<file path="config.mk">
export PLATFORM = sky130hd
export DESIGN_NAME = sumador_fixed_sched_flat
export DESIGN_NICKNAME = d
export VERILOG_FILES = /design/src/rtl/sumador_fixed_sched_if.sv /design/src/rtl/sumador_fixed_sched.sv /design/src/flat_wrapper.sv
export SDC_FILE = /design/constraint.sdc
export NUM_CORES = 1
export LEC_CHECK = 0
export CAP_MARGIN = 0
export CORE_MARGIN = 2
export CORE_UTILIZATION = 30
export CTS_CLUSTER_DIAMETER = 150
export DETAILED_ROUTE_END_ITERATION = 16
export GPL_TIMING_DRIVEN = 0
export PLACE_DENSITY_LB_ADDON = 0.08
export RECOVER_POWER = 25
export SLEW_MARGIN = 20
export SYNTH_ARGS = -nofsm -noshare
export SYNTH_HDL_FRONTEND = slang
export SYNTH_SLANG_ARGS = --single-unit
export TNS_END_PERCENT = 5
</file>
<file path="constraint.sdc">
create_clock -name clk -period 3.3 [get_ports clk]
set_clock_uncertainty 0.1 [all_clocks]
set_input_delay 0.825 -clock clk [delete_from_list [all_inputs] [get_ports clk]]
set_output_delay 0.825 -clock clk [all_outputs]
set_load 0.005 [all_outputs]
</file>
<file path="src/rtl/sumador_fixed_sched_if.sv">
// rtl/sumador_fixed_sched_if.sv - requester, result and handshake bundle for the shared fixed-point adder
interface sumador_fixed_sched_if #(
    parameter int NBA = 16,
    parameter int NBB = 12,
    parameter int NBS = 9
);
    logic           i_valid0;
    logic [NBA-1:0] i_a0;
    logic [NBB-1:0] i_b0;
    logic           o_ready0;
    logic           i_valid1;
    logic [NBA-1:0] i_a1;
    logic [NBB-1:0] i_b1;
    logic           o_ready1;
    logic           o_valid;
    logic           i_ready;
    logic           o_id;
    logic [NBA:0]   o_sum_full;
    logic [NBS-1:0] o_sum_rnd;
    logic           o_sat;

    modport master (
        output i_valid0, i_a0, i_b0, i_valid1, i_a1, i_b1, i_ready,
        input  o_ready0, o_ready1, o_valid, o_id, o_sum_full, o_sum_rnd, o_sat
    );

    modport slave (
        input  i_valid0, i_a0, i_b0, i_valid1, i_a1, i_b1, i_ready,
        output o_ready0, o_ready1, o_valid, o_id, o_sum_full, o_sum_rnd, o_sat
    );
endinterface

</file>
<file path="src/rtl/sumador_fixed_sched.sv">
// rtl/sumador_fixed_sched.sv - round-robin shared registered S(16,14)+S(12,11) adder with round/saturate
module sumador_fixed_sched #(
    parameter int NBA  = 16,
    parameter int NBFA = 14,
    parameter int NBB  = 12,
    parameter int NBFB = 11,
    parameter int NBS  = 9,
    parameter int NBFS = 8
) (
    input  logic                  clk,
    input  logic                  i_rst_n,
    sumador_fixed_sched_if.slave  bus
);
    localparam int EXT  = (NBA - NBFA) - (NBB - NBFB);
    localparam int PAD  = NBFA - NBFB;
    localparam int SH   = NBFA - NBFS;
    localparam int NBR  = NBA + 2;
    localparam int HALF = 1 << (SH - 1);
    localparam logic signed [NBR-1:0] MAXV = NBR'((1 << (NBS - 1)) - 1);
    localparam logic signed [NBR-1:0] MINV = -NBR'(1 << (NBS - 1));

    typedef enum logic [1:0] {IDLE, ADD, OUT} state_t;

    state_t         st;
    logic           rr;
    logic [NBA-1:0] a_q;
    logic [NBB-1:0] b_q;
    logic           id_q;
    logic           valid_q;
    logic           oid_q;
    logic [NBA:0]   full_q;
    logic [NBS-1:0] rnd_q;
    logic           sat_q;

    logic           grant0, grant1;
    logic           ready0, ready1;

    always_comb begin
        grant0 = 1'b0;
        grant1 = 1'b0;
        if (bus.i_valid0 && bus.i_valid1) begin
            grant0 = ~rr;
            grant1 = rr;
        end else begin
            grant0 = bus.i_valid0;
            grant1 = bus.i_valid1;
        end
    end

    // Ready is gated by reset so nothing reads as accepted while reset is held.
    assign ready0 = i_rst_n & (st == IDLE) & grant0;
    assign ready1 = i_rst_n & (st == IDLE) & grant1;

    logic [NBA-1:0]        b_align;
    logic signed [NBA:0]   sum;
    logic signed [NBR-1:0] rsum;
    logic signed [NBR-1:0] rtr;
    logic                  sat_hi, sat_lo;
    logic [NBS-1:0]        rnd_val;

    // B gets the extra integer bit by sign extension and the missing fraction bits as zeros.
    assign b_align = {{EXT{b_q[NBB-1]}}, b_q, {PAD{1'b0}}};
    assign sum     = $signed({a_q[NBA-1], a_q}) + $signed({b_align[NBA-1], b_align});
    assign rsum    = $signed({sum[NBA], sum}) + $signed(NBR'(HALF));
    assign rtr     = rsum >>> SH;
    assign sat_hi  = rtr > MAXV;
    assign sat_lo  = rtr < MINV;
    assign rnd_val = sat_hi ? MAXV[NBS-1:0] : (sat_lo ? MINV[NBS-1:0] : rtr[NBS-1:0]);

    always_ff @(posedge clk or negedge i_rst_n) begin
        if (!i_rst_n) begin
            st      <= IDLE;
            rr      <= 1'b0;
            a_q     <= '0;
            b_q     <= '0;
            id_q    <= 1'b0;
            valid_q <= 1'b0;
            oid_q   <= 1'b0;
            full_q  <= '0;
            rnd_q   <= '0;
            sat_q   <= 1'b0;
        end else begin
            case (st)
                IDLE: begin
                    if (bus.i_valid0 && ready0) begin
                        a_q  <= bus.i_a0;
                        b_q  <= bus.i_b0;
                        id_q <= 1'b0;
                        rr   <= 1'b1;
                        st   <= ADD;
                    end else if (bus.i_valid1 && ready1) begin
                        a_q  <= bus.i_a1;
                        b_q  <= bus.i_b1;
                        id_q <= 1'b1;
                        rr   <= 1'b0;
                        st   <= ADD;
                    end
                end
                ADD: begin
                    full_q  <= sum;
                    rnd_q   <= rnd_val;
                    sat_q   <= sat_hi | sat_lo;
                    oid_q   <= id_q;
                    valid_q <= 1'b1;
                    st      <= OUT;
                end
                OUT: begin
                    if (bus.i_ready) begin
                        valid_q <= 1'b0;
                        st      <= IDLE;
                    end
                end
                default: st <= IDLE;
            endcase
        end
    end

    assign bus.o_ready0   = ready0;
    assign bus.o_ready1   = ready1;
    assign bus.o_valid    = valid_q;
    assign bus.o_id       = oid_q;
    assign bus.o_sum_full = full_q;
    assign bus.o_sum_rnd  = rnd_q;
    assign bus.o_sat      = sat_q;
endmodule

</file>
<file path="src/flat_wrapper.sv">
// flat-port wrapper written by rule: the top's interface ports become plain ports
module sumador_fixed_sched_flat 
#(
    parameter int NBA  = 16,
    parameter int NBFA = 14,
    parameter int NBB  = 12,
    parameter int NBFB = 11,
    parameter int NBS  = 9,
    parameter int NBFS = 8
)
  (clk, i_rst_n, bus_i_valid0, bus_i_a0, bus_i_b0, bus_i_valid1, bus_i_a1, bus_i_b1, bus_i_ready, bus_o_ready0, bus_o_ready1, bus_o_valid, bus_o_id, bus_o_sum_full, bus_o_sum_rnd, bus_o_sat);
  sumador_fixed_sched_if #(.NBA(NBA), .NBB(NBB), .NBS(NBS)) bus_i ();
  input  logic clk;
  input  logic i_rst_n;
  input wire logic [$bits(bus_i.i_valid0)-1:0] bus_i_valid0;
  input wire logic [$bits(bus_i.i_a0)-1:0] bus_i_a0;
  input wire logic [$bits(bus_i.i_b0)-1:0] bus_i_b0;
  input wire logic [$bits(bus_i.i_valid1)-1:0] bus_i_valid1;
  input wire logic [$bits(bus_i.i_a1)-1:0] bus_i_a1;
  input wire logic [$bits(bus_i.i_b1)-1:0] bus_i_b1;
  input wire logic [$bits(bus_i.i_ready)-1:0] bus_i_ready;
  output wire logic [$bits(bus_i.o_ready0)-1:0] bus_o_ready0;
  output wire logic [$bits(bus_i.o_ready1)-1:0] bus_o_ready1;
  output wire logic [$bits(bus_i.o_valid)-1:0] bus_o_valid;
  output wire logic [$bits(bus_i.o_id)-1:0] bus_o_id;
  output wire logic [$bits(bus_i.o_sum_full)-1:0] bus_o_sum_full;
  output wire logic [$bits(bus_i.o_sum_rnd)-1:0] bus_o_sum_rnd;
  output wire logic [$bits(bus_i.o_sat)-1:0] bus_o_sat;
  assign bus_i.i_valid0 = bus_i_valid0;
  assign bus_i.i_a0 = bus_i_a0;
  assign bus_i.i_b0 = bus_i_b0;
  assign bus_i.i_valid1 = bus_i_valid1;
  assign bus_i.i_a1 = bus_i_a1;
  assign bus_i.i_b1 = bus_i_b1;
  assign bus_i.i_ready = bus_i_ready;
  assign bus_o_ready0 = bus_i.o_ready0;
  assign bus_o_ready1 = bus_i.o_ready1;
  assign bus_o_valid = bus_i.o_valid;
  assign bus_o_id = bus_i.o_id;
  assign bus_o_sum_full = bus_i.o_sum_full;
  assign bus_o_sum_rnd = bus_i.o_sum_rnd;
  assign bus_o_sat = bus_i.o_sat;
  sumador_fixed_sched #(.NBA(NBA), .NBFA(NBFA), .NBB(NBB), .NBFB(NBFB), .NBS(NBS), .NBFS(NBFS)) u_core (.clk(clk), .i_rst_n(i_rst_n), .bus(bus_i));
endmodule
</file>
* Word-level counts from Yosys, hierarchy flattened *
Cells that the tools add are included.

operators by class
  bitwise gates (word level) = 5
  reductions and logical operators = 9
  muxes and demuxes = 18
  eq/ne operators = 4
  $add $sub $neg = 2
  magnitude comparators = 2

operators with widths
  cell                                                                               count
  16-bit two-way mux                                                                 2
  12-bit two-way mux                                                                 2
  17-bit by 7-bit adder with 18-bit output (second input constant)                   1
  9-bit two-way mux                                                                  2
  16-bit by 15-bit adder with 17-bit output                                          1
  12-bit by 9-bit greater-than comparator with 1-bit output (second input constant)  1
  12-bit by 9-bit less-than comparator with 1-bit output (second input constant)     1
  1-bit two-way mux                                                                  7
  2-bit two-way mux                                                                  3
  2-bit case mux with 3 select lines                                                 1
  2-bit AND reduction                                                                3
  2-bit nonzero test                                                                 2
  1-bit bitwise AND                                                                  3
  1-bit logical AND                                                                  3
  3-bit inequality test (second input constant)                                      1
  2-bit by 1-bit equality test with 1-bit output (second input constant)             1
  2-bit equality test (second input constant)                                        1
  2-bit zero test                                                                    1
  2-bit inequality test (second input constant)                                      1
  1-bit case mux with 2 select lines                                                 1
  1-bit inverter                                                                     1
  1-bit bitwise OR                                                                   1

word-level totals
  bits in registers = 61
  output and inout bits = 31
  input port bits = 61
  word-level logic and storage cells = 50

* Longest topological paths before layout *
  word-level depth = 7
  mapped depth = 12
  gate-level depth less buffers = 12

* Worst setup path after synthesis *
No wires, ideal clock.

  kind = reg-to-reg
  start point = reg u_core.b_q[0]
  end point = reg u_core.rnd_q[0] (netlist: u_core.bus.o_sum_rnd[0])
  buffers on the path = 0
  setup time = 0.121 ns
  clock period less this slack = 3.092 ns
  stages on the path, launching flop included = 13
  setup slack = 0.208 ns
  data required time = 3.079 ns
  data arrival time = 2.871 ns
  path through = dfrtp_1 ha_1 inv_1 fa_1 nand2b_1 a211oi_2 o21bai_1 a21o_1 nand3b_4 or4b_4 a21oi_2 o21ai_2 o22a_1

on the way
  cells in the longest elaborated chain, start to end = 5
  elaborated cells on any way between the ends = 6
  those cells by class = 2 x add/sub; 2 x order compare; 2 x mux

ends and longest elaborated chain
  element                                                 RTL line                    RTL
  from (decl)                                             sumador_fixed_sched.sv:27   logic [NBB-1:0] b_q;
  from (signal assigned)                                  sumador_fixed_sched.sv:87   b_q <= bus.i_b0;
  from (signal assigned)                                  sumador_fixed_sched.sv:93   b_q <= bus.i_b1;
  16-bit by 15-bit adder with 17-bit output (*)           sumador_fixed_sched.sv:63   assign sum = $signed({a_q[NBA-1], a_q}) + $signed({b_align[NBA-1], b_align});
  17-bit by 7-bit adder with 18-bit output (*)            sumador_fixed_sched.sv:64   assign rsum = $signed({sum[NBA], sum}) + $signed(NBR'(HALF));
  12-bit by 9-bit less-than comparator with 1-bit output  sumador_fixed_sched.sv:67   assign sat_lo = rtr < MINV;
  9-bit two-way mux                                       sumador_fixed_sched.sv:68   assign rnd_val = sat_hi ? MAXV[NBS-1:0] : (sat_lo ? MINV[NBS-1:0] : rtr[NBS-1:0]);
  9-bit two-way mux (*)                                   sumador_fixed_sched.sv:68
  to (signal assigned)                                    sumador_fixed_sched.sv:101  rnd_q <= rnd_val;
  to (decl)                                               sumador_fixed_sched.sv:32   logic [NBS-1:0] rnd_q;

Mark *: on every way between the ends. The rest lies on a longest branch, timed or not.
A chain may end at the register's enable or synchronous reset.

* Final worst setup path *
  start point = reg u_core.a_q[3]
  end point = reg u_core.rnd_q[4] (netlist: u_core.bus.o_sum_rnd[4])

on the way
  cells in the longest elaborated chain, start to end = 5
  elaborated cells on any way between the ends = 6
  those cells by class = 2 x add/sub; 2 x order compare; 2 x mux

ends and longest elaborated chain
  element                                                 RTL line                   RTL
  from (decl)                                             sumador_fixed_sched.sv:26  logic [NBA-1:0] a_q;
  from (signal assigned)                                  sumador_fixed_sched.sv:86  a_q <= bus.i_a0;
  from (signal assigned)                                  sumador_fixed_sched.sv:92  a_q <= bus.i_a1;
  16-bit by 15-bit adder with 17-bit output (*)           sumador_fixed_sched.sv:63
  17-bit by 7-bit adder with 18-bit output (*)            sumador_fixed_sched.sv:64
  12-bit by 9-bit less-than comparator with 1-bit output  sumador_fixed_sched.sv:67
  9-bit two-way mux                                       sumador_fixed_sched.sv:68
  9-bit two-way mux (*)                                   sumador_fixed_sched.sv:68

Marks and branches as above.

==> flow_summary_export.csv <==
group,metric,value,unit
synth,synthCells,394,
power,power_density,1300,nW/µm²
setup_path,rr_worst_depth,12,
clock_tree,cts_tree,"done",
die,die_w,112,µm
timing,hold_viol_final,0,
setup_path,crit_path_max_incr_delay,560,ps
clock_tree,clock_latency,330,ps
clock_tree,clkTransAtPathRegs,50,ps
outcome,violations,"capacitance limit, slew limit",
clock_tree,h-tree-depth,3,
timing,period_minus_slack,3200,ps
place,io_buffer_count,91,
cells_and_area,layout-drive-gt1-share,0.0986,
timing,fin_crit_sh,0.970,
power,power,6.50,mW
synth,yosysWarnings,0,
cells_and_area,fillerInstances,1166,
timing,timing.hold.ws,244,ps
grt,grt_max_degree,33,
grt,grt_pass1_wl,15500,µm
grt,grt_pass1_vias,3100,
cells_and_area,mostFrequentLayoutCells,"nand2_1 (108), clkdlybuf4s50_1 (90), dfrtp_1 (61)",
route,wl,9280,µm
die,die_h,112,µm
timing,worst_slew_pin_slew,1740,ps
route,vias_per_cell,4.75,
grt,antenna_found_initial,0,
outcome,status,"complete, but fails checks",
clock_tree,root_buffer,"clkbuf_16",
synth,syn_area,3480,µm²
setup_path,cp_max_fo,9,
cells_and_area,num-nets-final,580,
clock_tree,cts.sinks,61,
timing,slew_viol_final,33,
synth,postSynthNetCount,470,
route,wire_per_inst,14.3,µm
timing,relSlewSlack,-0.162,
timing,rsz0062_at_grt,"true",
synth,yosys_register_bits,61,
grt,grt_use_total,0.156,
place,place_inst,629,
synth,ys_seq_area_frac,0.439,
die,fp-row-count,39,
setup_path,crit_slowest_cell,"or4b_4",
setup_path,cp_cell_sequence,"ha_4, inv_1, fa_2, nand2b_4, a211oi_4, o211a_1, a211oi_4, nand2b_1, or4b_4, a21oi_4, o21ai_4, o22a_1",
cells_and_area,layout_commonest_cell,"nand2_1",
cells_and_area,syn_to_final_growth,44.2,%
setup_path,start_kind,"flop",
die,die-area,12500,µm²
place,place_hpwl,7300,µm
power,vdd_drop_max,0.571,mV
route,drtAntennaViolNets,0,
clock_tree,numCtsBuffers,9,
power,p_leak,2.19,nW
setup_path,reg2reg_from,"u_core.a_q[3]",
setup_path,worstReg2RegEnd,"u_core.bus.o_sum_rnd[4]",
place,place.gp.congestion,0.737,
setup_path,criticalPathCategory,"reg2reg",
setup_path,crit_top_cell,"a211oi_4",
cells_and_area,diodes,0,
hold_path,min_path_type,"in2async",
cells_and_area,finalNonFillerCells,650,
die,io_pins,92,
die,start_util,0.306,
synth,ys.flop_type,"dfrtp_1",
die,fp.coreArea,11400,µm²
synth,syn_avg_cell_area,8.83,µm²
setup_path,crit_path_end,"u_core.bus.o_sum_rnd[4]",
route,first_pass_iters,4,
synth,synth_edf_count,0,
setup_path,startpoint,"u_core.a_q[3]",
flow_run,max_cap_viol_count,1,
route,drt_iter0_markers,115,
synth,synth-async-reset-ratio,1.00,
route,vias,3090,
setup_path,critPathRequiredTime,3400,ps
synth,ys_types,52,
grt,grt_overflow,0,
setup_path,crit_path_end_kind,"flop",
setup_path,rrSetupSlack,100,ps
route,drc,0,
clock_tree,clockBufferDepth,2,
timing,setup_violations,0,
timing,max_freq,312,MHz
timing,fin_setup_tns,0,ps
setup_path,cp.arrival,3300,ps
worst min-delay path by stage:
stage	from	endpoint	slack [ps]
3_3_place_gp	u_core.bus.o_sum_rnd[8]	u_core.bus.o_sum_rnd[8]	360
2_1_floorplan	u_core.id_q	u_core.bus.o_id	340
3_5_place_dp	u_core.bus.o_sum_rnd[8]	u_core.bus.o_sum_rnd[8]	370
4_1_cts	i_rst_n	u_core.bus.o_sum_full[9]	250
6_report	i_rst_n	u_core.bus.o_sum_full[13]	240
5_1_grt	i_rst_n	u_core.bus.o_sum_rnd[1]	250
sequential cells by signal, summed over array words and instances (netlist names), 2 cells and up:
signal and flops:
u_core.st 2, u_core.b_q 12, u_core.a_q 16, u_core.bus.o_sum_full 17
u_core.bus.o_sum_rnd 9
cell families after synthesis:
group | Yosys count | share of synthesized area
xor gates and xnor gates | 15 | 0.0378
adders and majority gates | 15 | 0.0561
buffers and inverters | 27 | 0.0291
AOI/OAI and AO/OA | 100 | 0.210
and+or+nand+nor | 176 | 0.228
DFF | 61 | 0.439
cell usage after synthesis (2+ instances only):
library cell	count	area, µm²
ha_1	14	175
inv_1	11	41.3
o22a_1	9	78.8
nand2_1	108	405
o211ai_1	2	15.0
a21oi_1	14	70.1
o21a_1	3	22.5
nor2b_1	4	25.0
xnor2_1	9	78.8
o21ai_1	5	25.0
a31oi_1	20	125
nor2_1	31	116
nor3_1	5	25.0
a22oi_1	8	60.1
o31ai_1	2	15.0
a21o_1	4	30.0
nand3_1	8	40.0
or2_1	2	12.5
o211ai_2	3	37.5
a21oi_2	2	17.5
a211oi_2	3	37.5
nor3b_1	3	22.5
clkbuf_1	15	56.3
o21ai_0	11	55.1
nand2b_1	4	25.0
xor2_1	6	52.6
dfrtp_1	61	1530
a21boi_0	2	15.0
and2_1	2	12.5
worst max-delay path: cells and delay by family, from the launching register on:
family / cells / cell delay [ps]
compound gates: 6 / 1120
simple gates: 3 / 900
fa+ha+maj: 2 / 500
flops: 1 / 390
buf+inv: 1 / 50
final cells by class:
cell class                 count  area (µm²)  share of cell area
clock inverter                 2        10.0             0.00200
inverter                      12        51.3              0.0102
multi-input combinational    306        1960               0.391
tap                          143         179              0.0357
timing repair buffer         100         980               0.195
sequential                    61        1530               0.304
clock buffer                  12         256              0.0512
buffer                        14        52.6              0.0105
stage by stage:
step,cell area (µm²),setup slack [ps],utilization
after floorplan,3480,208,-
after global placement,4570,-2970,0.402
after detailed placement,4580,-761,0.403
after CTS,5000,34.6,0.440
after global routing,5010,-56.3,0.441
final,5010,99.6,0.441
report_power, final:
group	total [mW]	leakage [nW]	switching (mW)	internal, mW
Combinational	4.30	1.33	2.30	2.00
Clock	0.845	0.134	0.308	0.537
Sequential	1.35	0.722	0.234	1.12
what timing repair did:
item                                    CTS  global route
pin swaps                                 6             4
endpoints found under the setup margin   12            11
cloned                                    0             0
gates resized for setup                  19             2
setup buffers                             6             2
hold buffers                              0             0
metal layers:
layer / track usage / part of all wire / up-vias
met2: 0.240 / 0.46 / 72
met5: 0 / 0 / -
li1: - / - / 1596
met1: 0.213 / 0.48 / 1416
met4: 0.0568 / 0.011 / 0
met3: 0.0403 / 0.051 / 6
(Power assumes the default switching activity.)
